$ cat config.mk
export PLATFORM = sky130hd
export DESIGN_NAME = uart_tx_arbiter
export DESIGN_NICKNAME = d
export VERILOG_FILES = /design/src/rtl/uart_tx_arbiter.sv
export SDC_FILE = /design/constraint.sdc
export NUM_CORES = 1
export LEC_CHECK = 0
export CORE_MARGIN = 2
export CORE_UTILIZATION = 44
export DETAILED_ROUTE_END_ITERATION = 16
export PLACE_DENSITY_LB_ADDON = 0.05
export SYNTH_ARGS = -nofsm -noshare
export SYNTH_HDL_FRONTEND = slang
export SYNTH_SLANG_ARGS = --single-unit
$ cat constraint.sdc
create_clock -name clk -period 5.2 [get_ports clk]
set_clock_uncertainty 0.05 [all_clocks]
set_input_delay 0.52 -clock clk [delete_from_list [all_inputs] [get_ports clk]]
set_output_delay 0.52 -clock clk [all_outputs]
set_load 0.005 [all_outputs]
$ cat src/rtl/uart_tx_arbiter.sv
// Per-packet round-robin sharing of one UART TX among N_REQ byte-stream requesters.
// Optional idle-owner watchdog is built in when TXARB_TIMEOUT_EN is defined.
module uart_tx_arbiter #(
    parameter int unsigned N_REQ          = 4,
    parameter int unsigned DW             = 8,
    parameter int unsigned TIMEOUT_CYCLES = 1048576
) (
    input  logic                clk,
    input  logic                rst_n,
    input  logic [N_REQ-1:0]    req,
    input  logic [N_REQ-1:0]    send,
    input  logic [N_REQ*DW-1:0] data,
    output logic [N_REQ-1:0]    grant,
    output logic [N_REQ-1:0]    req_busy,
    output logic [DW-1:0]       uart_tx_data,
    output logic                uart_tx_send,
    input  logic                uart_tx_busy,
    output logic                timeout_flag
);
    localparam int unsigned IW = (N_REQ > 1) ? $clog2(N_REQ) : 1;

    typedef enum logic [1:0] {StIdle, StOwn, StInflight} state_e;

    state_e           state_q;
    logic [IW-1:0]    rr_ptr_q;
    logic [IW-1:0]    owner_q;
    logic             seen_busy_q;
    logic [1:0]       infl_cnt_q;

    logic [N_REQ-1:0] eligible;
    logic             pick_valid;
    logic             hi_valid;
    logic [IW-1:0]    pick_idx;
    logic [IW-1:0]    hi_idx;
    logic [IW-1:0]    lo_idx;
    logic             own_req;
    logic             own_send;
    logic             launch;
    logic             release_own;
    logic             timeout_hit;
    logic [DW-1:0]    own_data;
    logic [IW-1:0]    next_ptr;

`ifdef TXARB_TIMEOUT_EN
    localparam int unsigned CW = $clog2(TIMEOUT_CYCLES + 1);

    logic [CW-1:0]    to_cnt_q;
    logic [N_REQ-1:0] mask_q;

    assign timeout_hit = (state_q == StOwn) && !launch && own_req &&
                         (to_cnt_q == CW'(TIMEOUT_CYCLES - 1));
    assign eligible    = req & ~mask_q;

    always_ff @(posedge clk or negedge rst_n) begin
        if (!rst_n) begin
            to_cnt_q <= '0;
            mask_q   <= '0;
        end else begin
            // An offender stays masked only until it lets go of req.
            mask_q <= (mask_q & req) | (timeout_hit ? grant : '0);
            if (state_q == StIdle || launch) begin
                to_cnt_q <= '0;
            end else if (state_q == StOwn) begin
                to_cnt_q <= to_cnt_q + 1'b1;
            end
        end
    end
`else
    assign timeout_hit = 1'b0;
    assign eligible    = req;
`endif

    // Rotating priority: lowest eligible index at or above rr_ptr, else lowest overall.
    always_comb begin
        hi_valid = 1'b0;
        hi_idx   = '0;
        lo_idx   = '0;
        for (int i = N_REQ - 1; i >= 0; i--) begin
            if (eligible[i]) begin
                lo_idx = IW'(i);
                if (i >= int'(rr_ptr_q)) begin
                    hi_valid = 1'b1;
                    hi_idx   = IW'(i);
                end
            end
        end
        pick_valid = |eligible;
        pick_idx   = hi_valid ? hi_idx : lo_idx;
    end

    always_comb begin
        own_data = '0;
        for (int i = 0; i < N_REQ; i++) begin
            if (grant[i]) begin
                own_data = data[i*DW +: DW];
            end
        end
    end

    assign own_req     = |(req & grant);
    assign own_send    = |(send & grant);
    assign launch      = (state_q == StOwn) && own_send && !uart_tx_busy;
    assign release_own = (state_q == StOwn) && !launch && (!own_req || timeout_hit);
    assign next_ptr    = (owner_q == IW'(N_REQ - 1)) ? '0 : owner_q + 1'b1;

    // Only the owner, while not in flight, sees the real UART busy.
    assign req_busy = (state_q == StOwn) ? (~grant | ({N_REQ{uart_tx_busy}} & grant)) : '1;

    always_ff @(posedge clk or negedge rst_n) begin
        if (!rst_n) begin
            state_q      <= StIdle;
            grant        <= '0;
            uart_tx_data <= '0;
            uart_tx_send <= 1'b0;
            timeout_flag <= 1'b0;
            rr_ptr_q     <= '0;
            owner_q      <= '0;
            seen_busy_q  <= 1'b0;
            infl_cnt_q   <= '0;
        end else begin
            uart_tx_send <= 1'b0;
            timeout_flag <= 1'b0;
            unique case (state_q)
                StIdle: begin
                    if (pick_valid) begin
                        grant   <= {{(N_REQ-1){1'b0}}, 1'b1} << pick_idx;
                        owner_q <= pick_idx;
                        state_q <= StOwn;
                    end
                end
                StOwn: begin
                    if (launch) begin
                        uart_tx_data <= own_data;
                        uart_tx_send <= 1'b1;
                        seen_busy_q  <= 1'b0;
                        infl_cnt_q   <= '0;
                        state_q      <= StInflight;
                    end else if (release_own) begin
                        grant        <= '0;
                        rr_ptr_q     <= next_ptr;
                        timeout_flag <= timeout_hit;
                        state_q      <= StIdle;
                    end
                end
                StInflight: begin
                    if (uart_tx_busy) begin
                        seen_busy_q <= 1'b1;
                    end
                    if (infl_cnt_q != 2'd3) begin
                        infl_cnt_q <= infl_cnt_q + 1'b1;
                    end
                    // A UART that never raises busy is released after four cycles.
                    if (!uart_tx_busy && (seen_busy_q || infl_cnt_q == 2'd3)) begin
                        state_q <= StOwn;
                    end
                end
                default: state_q <= StIdle;
            endcase
        end
    end

endmodule

* Word level (Yosys, flattened, before mapping)
Cells that the tools add are included.
** Storage, ports and cells
- Output and inout port bits :: 18
- Register bits after elaboration :: 22
- Logic and storage cells :: 96
- Memories :: 0
- Memory bits (writable) :: 0
- Input bits :: 43
- ROM bits :: 0
- Latch bits :: 0
** Operators by class
- Reduce and logical (&&, ||, !) cells :: 22
- Equality and inequality tests :: 13
- Multipliers :: 0
- Bitwise logic cells :: 6
- Shifts and indexed selects :: 1
- Magnitude comparators :: 3
- Add/subtract/negate cells :: 2
- Multiplexer cells :: 41
- Divide/modulo/power cells :: 0
** Operators by type and width (count)
- $mux 2 :: 18
- $mux 8 :: 4
- $mux 4 :: 4
- $ne 2x2->1 const B :: 8
- $and 4x4->4 :: 3
- $reduce_and 3->1 :: 4
- $reduce_or 4->1 :: 3
- $mux 1 :: 11
- $pmux 4 s2 :: 1
- $eq 2x2->1 const B :: 3
- $pmux 2 s3 :: 1
- $logic_and 1x1->1 :: 5
- $add 2x1->2 const B :: 2
- $ge 1x2->1 const A :: 2
- $not 4->4 :: 1
- $or 4x4->4 :: 1
- $pmux 2 s2 :: 1
- $reduce_and 2->1 :: 2
- $reduce_and 4->1 :: 1
- $reduce_bool 2->1 :: 2
- $shl 1x2->4 const A :: 1
- $logic_not 1->1 :: 3
- $ne 3x3->1 const B :: 1
- $eq 2x1->1 const B :: 1
- other kinds (5) :: 5

* Depth between registers and ports, before layout
Gate-level depths: netlist of run 1.
- Depth in word-level cells :: 11
- Mapped depth :: 6
- Depth with buffers taken out :: 4

* Worst setup path after synthesis of run 1
No wires, ideal clock.
- Kind :: in2reg
- From :: in req[2]
- To :: reg rr_ptr_q[0]
- Setup slack :: 3.444 ns
- Library setup time :: 0.127 ns
- Cell stages on the path :: 5
- Arrival time :: 1.578 ns
- Data required time :: 5.023 ns
- Path through :: a22o_1 > a221oi_1 > and4b_1 > buf_2 > mux2_1
** Between the ends
- Longest elaborated chain between the ends :: 5
** RTL lines
- start: declaration :: RTL line 10 : input logic [N_REQ-1:0] req,
- $and 4x4->4 :: RTL line 100 : assign own_req = |(req & grant);
- $reduce_or 4->1 :: RTL line 100
- $logic_not 1->1 :: RTL line 103 : assign release_own = (state_q == StOwn) && !launch && (!own_req || timeout_hit);
- $logic_and 1x1->1 :: RTL line 103
- $reduce_and 3->1 (no source line)
- end signal: assignment :: RTL line 140 : rr_ptr_q <= next_ptr;
- end: declaration :: RTL line 25 : logic [IW-1:0] rr_ptr_q;
No other way between the ends.
A chain may end at the register's enable or synchronous reset.

* Worst setup path in the final report of run 1
- From :: in uart_tx_busy
- To :: out req_busy[2]
** Between the ends
- Longest elaborated chain between the ends :: 3
** RTL lines
- start: declaration :: RTL line 17 : input logic uart_tx_busy,
- $and 4x4->4 :: RTL line 107 : assign req_busy = (state_q == StOwn) ? (~grant | ({N_REQ{uart_tx_busy}} & grant)) : '1;
- $or 4x4->4 :: RTL line 107
- $mux 4 :: RTL line 107
- end: declaration :: RTL line 14 : output logic [N_REQ-1:0] req_busy,
No other way between the ends.

==> results of run 1 <==
worst reg2reg max path, delay by kind of cell, from the launching register on:
kind	cells	cell delay (ns)
compound gates	3	0.86
simple gates	1	0.61
flops	1	0.66
cell usage in the layout, fill, tap and decap left out, types with 2 or more instances in the layout:
cell type	synthesis	layout
clkdlybuf4s50_1	0	59
a31oi_1	8	8
nand2_1	22	22
o211ai_1	2	2
o21ai_1	2	2
a221oi_1	9	9
nor2_1	12	12
nor2b_1	4	4
a22o_1	3	3
o32ai_1	4	4
clkbuf_4	0	3
dfrtp_1	22	22
mux2_1	2	2
ha_1	2	2
a21oi_1	2	2
nand2b_1	3	3
inv_1	11	11
a211o_1	8	8
o21ai_0	3	3
power groups by stage:
| stage | logic (uW) | clock network, uW | registers [uW] |
|---|---|---|---|
| final | 479 | 75.5 | 369 |
| after global routing | 540 | 85.4 | 385 |
| after CTS | 480 | 77.7 | 369 |
| after detailed placement | 477 | 0 | 372 |
| after global placement | 465 | 0 | 365 |
| after floorplan | 343 | 0 | 311 |
cell usage after synthesis, types with 3 or more instances:
cell type	n	area, sq um
dfrtp_1	22	550.5
nand2_1	22	82.58
nor2_1	12	45.04
inv_1	11	41.29
a221oi_1	9	78.83
a211o_1	8	70.07
a31oi_1	8	50.05
clkbuf_1	5	18.77
nor2b_1	4	25.02
o32ai_1	4	35.03
a22o_1	3	26.28
buf_2	3	15.01
nand2b_1	3	18.77
o21ai_0	3	15.01
per-layer routing:
metal	part of all wire, %	track usage, %	up-vias
met2	52	38.80	51
met1	42	28.75	630
met3	5.6	3.795	2
li1	-	-	623
met5	0	0	-
met4	0.51	6.312	0
cell type report:
cell class | count | area (sq um)
clock buffer | 3 | 22.52
fill | 243 | 894.6
inverter | 11 | 41.29
multi-input combinational | 99 | 643.1
sequential | 22 | 550.5
tap | 31 | 38.79
timing repair buffer | 59 | 590.6
registers in the layout (all words and copies together) (netlist names):
signal	count
grant	4
infl_cnt_q	2
owner_q	2
rr_ptr_q	2
seen_busy_q	1
state_q	2
uart_tx_data	8
uart_tx_send	1
per-stage QoR:
stage / hold WS, ns / cell area [sq um] / power [uW] / worst slack (ns) / util, %
floorplan: 0.1744 / 1295 / 654.9 / 3.444 / -
global placement: 0.4240 / 1864 / 829.5 / 2.790 / 67.03
detailed placement: 0.4363 / 1864 / 848.7 / 2.723 / 67.03
CTS: 0.4628 / 1887 / 926.2 / 2.771 / 67.84
global route: 0.4813 / 1887 / 1010 / 2.670 / 67.84
finish: 0.4612 / 1887 / 923.4 / 2.781 / 67.84
cells by family after synthesis:
group | synth area share [%]
other | 0.2896
flip-flops | 42.51
AO/OA/AOI/OAI | 27.83
buffers and inverters | 7.826
adder cells (fa/ha/maj) | 1.932
multiplexers | 2.512
AND/OR/NAND/NOR | 17.10
final timing paths:
path | end | slack (ns)
setup / recovery | req_busy[2] | 2.78
hold / removal | infl_cnt_q[0] | 0.46
setup reg to reg | state_q[0] | 2.95
hold reg to reg | infl_cnt_q[0] | 0.46
max in group asynchronous | uart_tx_data[4] | 3.82
min in group asynchronous | grant[0] | 0.69
==> impl_metrics.ini, run 1 <==
[pwr]
vdd_ir_drop_max_mv = 0.4281
p_per_area_mw_per_mm2 = 489.4
sw_frac_of_total_pct = 39.47
clockPowerShare_pct = 8.2
power.switching_uw = 364.4
power.combinational.fraction_pct = 51.8
pwr-share-seq_pct = 40.0
static-leakage-power_uw = 0.0007915
power_report.internal_total_uw = 559.0

[global_routing]
wire_length_of_the_first_global_routing_pass_um = 5796
grt.overflow.total = 0
grt_pass1_vias = 1259
grt_max_degree = 23
track_usage_pct = 22.40
initial_antenna_violation_count = 0

[worst_setup_path]
startpoint_type = input pin
crit_arrival_ns = 1.85
critical-path-slowest-cell = clkdlybuf4s50_1
maximum_fanout_encountered_on_the_critical_timing_path = 5
critPathBufInv = 2
regToRegStartpoint = grant[2]
critical_path_cell_count = 4
critPathMaxStageDelay_ns = 0.47
cp_common_cell = clkdlybuf4s50_1
r2r_cells = 4
crit_family = buffers and inverters
timing_worst_setup_path_type = input pin to primary output
worstSetupEndpointType = primary output
setup.worst_path.start = uart_tx_busy
worst_ep_required_time_ns = 4.63
critical_path.cell_chain = clkdlybuf4s50_1 -> nor3b_2 -> nand2_1 -> clkdlybuf4s50_1

[place]
post-dp-hpwl_um = 2605
post-place-cells = 222
gpl_wtd_cong = 0.8696
io_buffers = 59

[sta]
finalSetupViolations = 0
final-max-slew-violation-count = 0
post-route-min-period_ns = 2.419
tightestPinTransition_ns = 1.032
hold_viol_final = 0
unrepaired_setup_endpoints_after_global_routing = false
slew_headroom_pct = 30.46
timing.final.crit_share_pct = 46.52
setup-tns-final_ns = 0
fmaxAchievable_ghz = 0.4133

[route]
route.vias.total = 1306
detail_route.wl_per_cell_um = 15.55
route.detailed.drc = 0
via_density_per_instance = 5.804
number_of_routed_nets_with_antenna_violations = 0
drt_first_iter_violations = 56
drt_pre_antenna_iters = 6
drt_wl_total_um = 3498

[min_path]
kind_of_path_behind_the_tightest_hold_check = register to register
worstHoldStart = infl_cnt_q[0]
timing.hold.worst_path_depth = 1

[floorplanning]
initial_utilization_pct = 46.56
io-pin-count = 61
fp.coreArea_sq_mm = 0.002781
die_height_um = 58.25
die_area_sq_mm = 0.003393
core.rowCount = 19
die_width_um = 58.25

[logic_synthesis]
synth_edf_count = 0
syn_area_sq_mm = 0.001295
async_set_reset_flop_share_out_of_synthesis_pct = 100.0
ys_warn_count = 0
synth_nets = 188
ys.flop_type = dfrtp_1
seq_area_frac_synth_pct = 42.51
synth_cell_types = 34
avgSynthCellArea_sq_um = 9.056
synth_seq_cells = 22
synthCells = 143

[clock_network]
cts_sinks = 22
clockRootBuffer = clkbuf_4
htreeDepth = 1
clock_tree_from_tritoncts = built
cts-root-to-sink-buffers = 2
post_cts.repair.setup_buffers = 0
post_cts_resize_count = 0
worst_skew_pair.late_latency_ns = 0.29
cts_buffers = 3
worst_setup_hold_path_clk_slew_ns = 0.12
ctsHoldBuffers = 0

[cells_and_area]
insertedDiodeCount = 0
final_cell_count_no_fill = 225
num-nets-final = 241
layout-area-overhead-vs-synth_pct = 45.70
final_layout_size_suffix_gt1_share_pct = 3.093

[outcome]
status = finished clean

[job]
drv_cap = 0
Power figures use the tool's default switching activity.
==> inputs of run 2 (changes only) <==
--- a/config.mk
+++ b/config.mk
@@ -6,7 +6,7 @@
 export NUM_CORES = 1
 export LEC_CHECK = 0
 export CORE_MARGIN = 2
-export CORE_UTILIZATION = 44
+export CORE_UTILIZATION = 37
 export DETAILED_ROUTE_END_ITERATION = 16
 export PLACE_DENSITY_LB_ADDON = 0.05
 export SYNTH_ARGS = -nofsm -noshare
==> constraint.sdc (replaced) <==
create_clock -name clk -period 1.95 [get_ports clk]
set_clock_uncertainty 0.05 [all_clocks]
set_input_delay 0.195 -clock clk [delete_from_list [all_inputs] [get_ports clk]]
set_output_delay 0.195 -clock clk [all_outputs]
set_load 0.005 [all_outputs]
==> impl_metrics.ini, run 2 (synthesis gave the netlist of run 1 again) <==
[worst_setup_path]
critical_path_cell_count = 3
startpoint_type = register
critPathBufInv = 1
critPathMaxStageDelay_ns = 0.46
worstSetupEndpointType = primary output
r2r_cells = 5
maximum_fanout_encountered_on_the_critical_timing_path = 5
critical_path.cell_chain = nor3b_4 -> nand2_1 -> clkdlybuf4s50_1
timing_worst_setup_path_type = register to primary output
crit_arrival_ns = 1.61
critical-path-slowest-cell = dfrtp_2
worst_ep_required_time_ns = 1.70
crit_family = flip-flops

[route]
via_density_per_instance = 5.173
route.detailed.drc = 0
number_of_routed_nets_with_antenna_violations = 0
drt_first_iter_violations = 53
drt_pre_antenna_iters = 4
route.vias.total = 1319
drt_wl_total_um = 3586
detail_route.wl_per_cell_um = 14.06

[sta]
finalSetupViolations = 0
final.hold.worst_slack_ns = 0.1573
final-max-slew-violation-count = 0
timing.final.crit_share_pct = 95.24
fmaxAchievable_ghz = 0.5384
post-route-min-period_ns = 1.857
hold_viol_final = 0
setup-tns-final_ns = 0

[clock_network]
clock_tree_from_tritoncts = built
worst_setup_hold_path_clk_slew_ns = 0.14
worst_skew_pair.late_latency_ns = 0.32
cts_buffers = 3
cts-root-to-sink-buffers = 2
clockRootBuffer = clkbuf_4
htreeDepth = 1
cts_sinks = 22

[cells_and_area]
largest_register_ff_count = 8
insertedDiodeCount = 0
regMostFlops = uart_tx_data
layout-area-overhead-vs-synth_pct = 58.26
final.fill_count = 312
final_layout_size_suffix_gt1_share_pct = 11.00
num-nets-final = 255
layout_commonest_cell = clkdlybuf4s50_1
mostFrequentLayoutCells = clkdlybuf4s50_1 (59), nand2_1 (22), dfrtp_1 (20)
biggestRegsByFlops = uart_tx_data (8), grant (4)

[pwr]
vdd_ir_drop_max_mv = 0.4689
p_per_area_mw_per_mm2 = 1357
static-leakage-power_uw = 0.0008761

[global_routing]
initial_antenna_violation_count = 0
grt_max_degree = 23
use_met1_pct = 23.78
grt.overflow.total = 0
grt.met3_usage_pct = 3.036
globalRouteMet2Util_pct = 35.37
busiest_layer = met2
grt_pass1_vias = 1414
track_usage_pct = 19.45
wire_length_of_the_first_global_routing_pass_um = 6251

[floorplanning]
fp.coreArea_sq_mm = 0.003337
die_width_um = 63.16
io-pin-count = 61
die_height_um = 63.16
die_area_sq_mm = 0.003989
initial_utilization_pct = 38.81
core.rowCount = 21

[job]
drv_cap = 0

[outcome]
status = finished clean

[min_path]
kind_of_path_behind_the_tightest_hold_check = input pin to async pin

[place]
io_buffers = 59
post-dp-hpwl_um = 2806
gpl_wtd_cong = 0.8091
==> run 2: cell types whose count changed in the layout (fill, tap and decap cells not counted), sizes merged <==
cell and change:
buf +14, bufinv +1
==> run 2: timing repair <==
item	CTS	global route
setup buffers	0	1
setup endpoints to repair	0	4
hold buffers	0	0
gates resized for setup	0	3
==> run 2: worst paths after layout <==
path                                   end       start  slack [ns]
max reg2reg                    rr_ptr_q[1]    grant[2]        0.16
min in group clk           uart_tx_data[1]    data[25]        0.38
min                             owner_q[0]       rst_n        0.16
max                            req_busy[2]  state_q[1]        0.09
min reg2reg                     owner_q[1]  owner_q[1]        0.46
max in group asynchronous       state_q[1]       rst_n        1.45
==> run 2: cell type report <==
type	instances	area (sq um)	share of cell area, %
clock buffers	3	22.52	1.099
repair buffers	73	695.7	33.94
multi-input cells	99	649.4	31.68
flip-flops and latches	22	553.0	26.98
clock inverters	1	30.03	1.465
well taps	46	57.56	2.808
inverters	11	41.29	2.015
==> run 2: per-layer routing <==
layer  share of wire (%)  routed length (um)
met1                  45                1599
met4                0.92                  33
met3                 3.9                 139
met2                  51                1814
met5                   0                   0
==> run 2: report_power, final <==
group | switching, uW | internal [uW] | leakage, uW
Combinational | 689 | 888 | 0.000581
Sequential | 171 | 676 | 0.000267
Clock | 150 | 208 | 0.0000279
Total | 1010 | 1770 | 0.000876
==> run 2: stage by stage <==
stage	power (uW)	area (sq um)	std cells	setup WS, ns	utilization, %
2_1_floorplan	1746	1295	143	0.2802	-
4_1_cts	2785	2033	254	0.002477	60.93
5_1_grt	3028	2049	255	-0.002203	61.42
6_report	2780	2049	255	0.09279	61.42
3_3_place_gp	2374	1981	250	0.07321	59.36
3_5_place_dp	2417	1981	250	0.03625	59.36
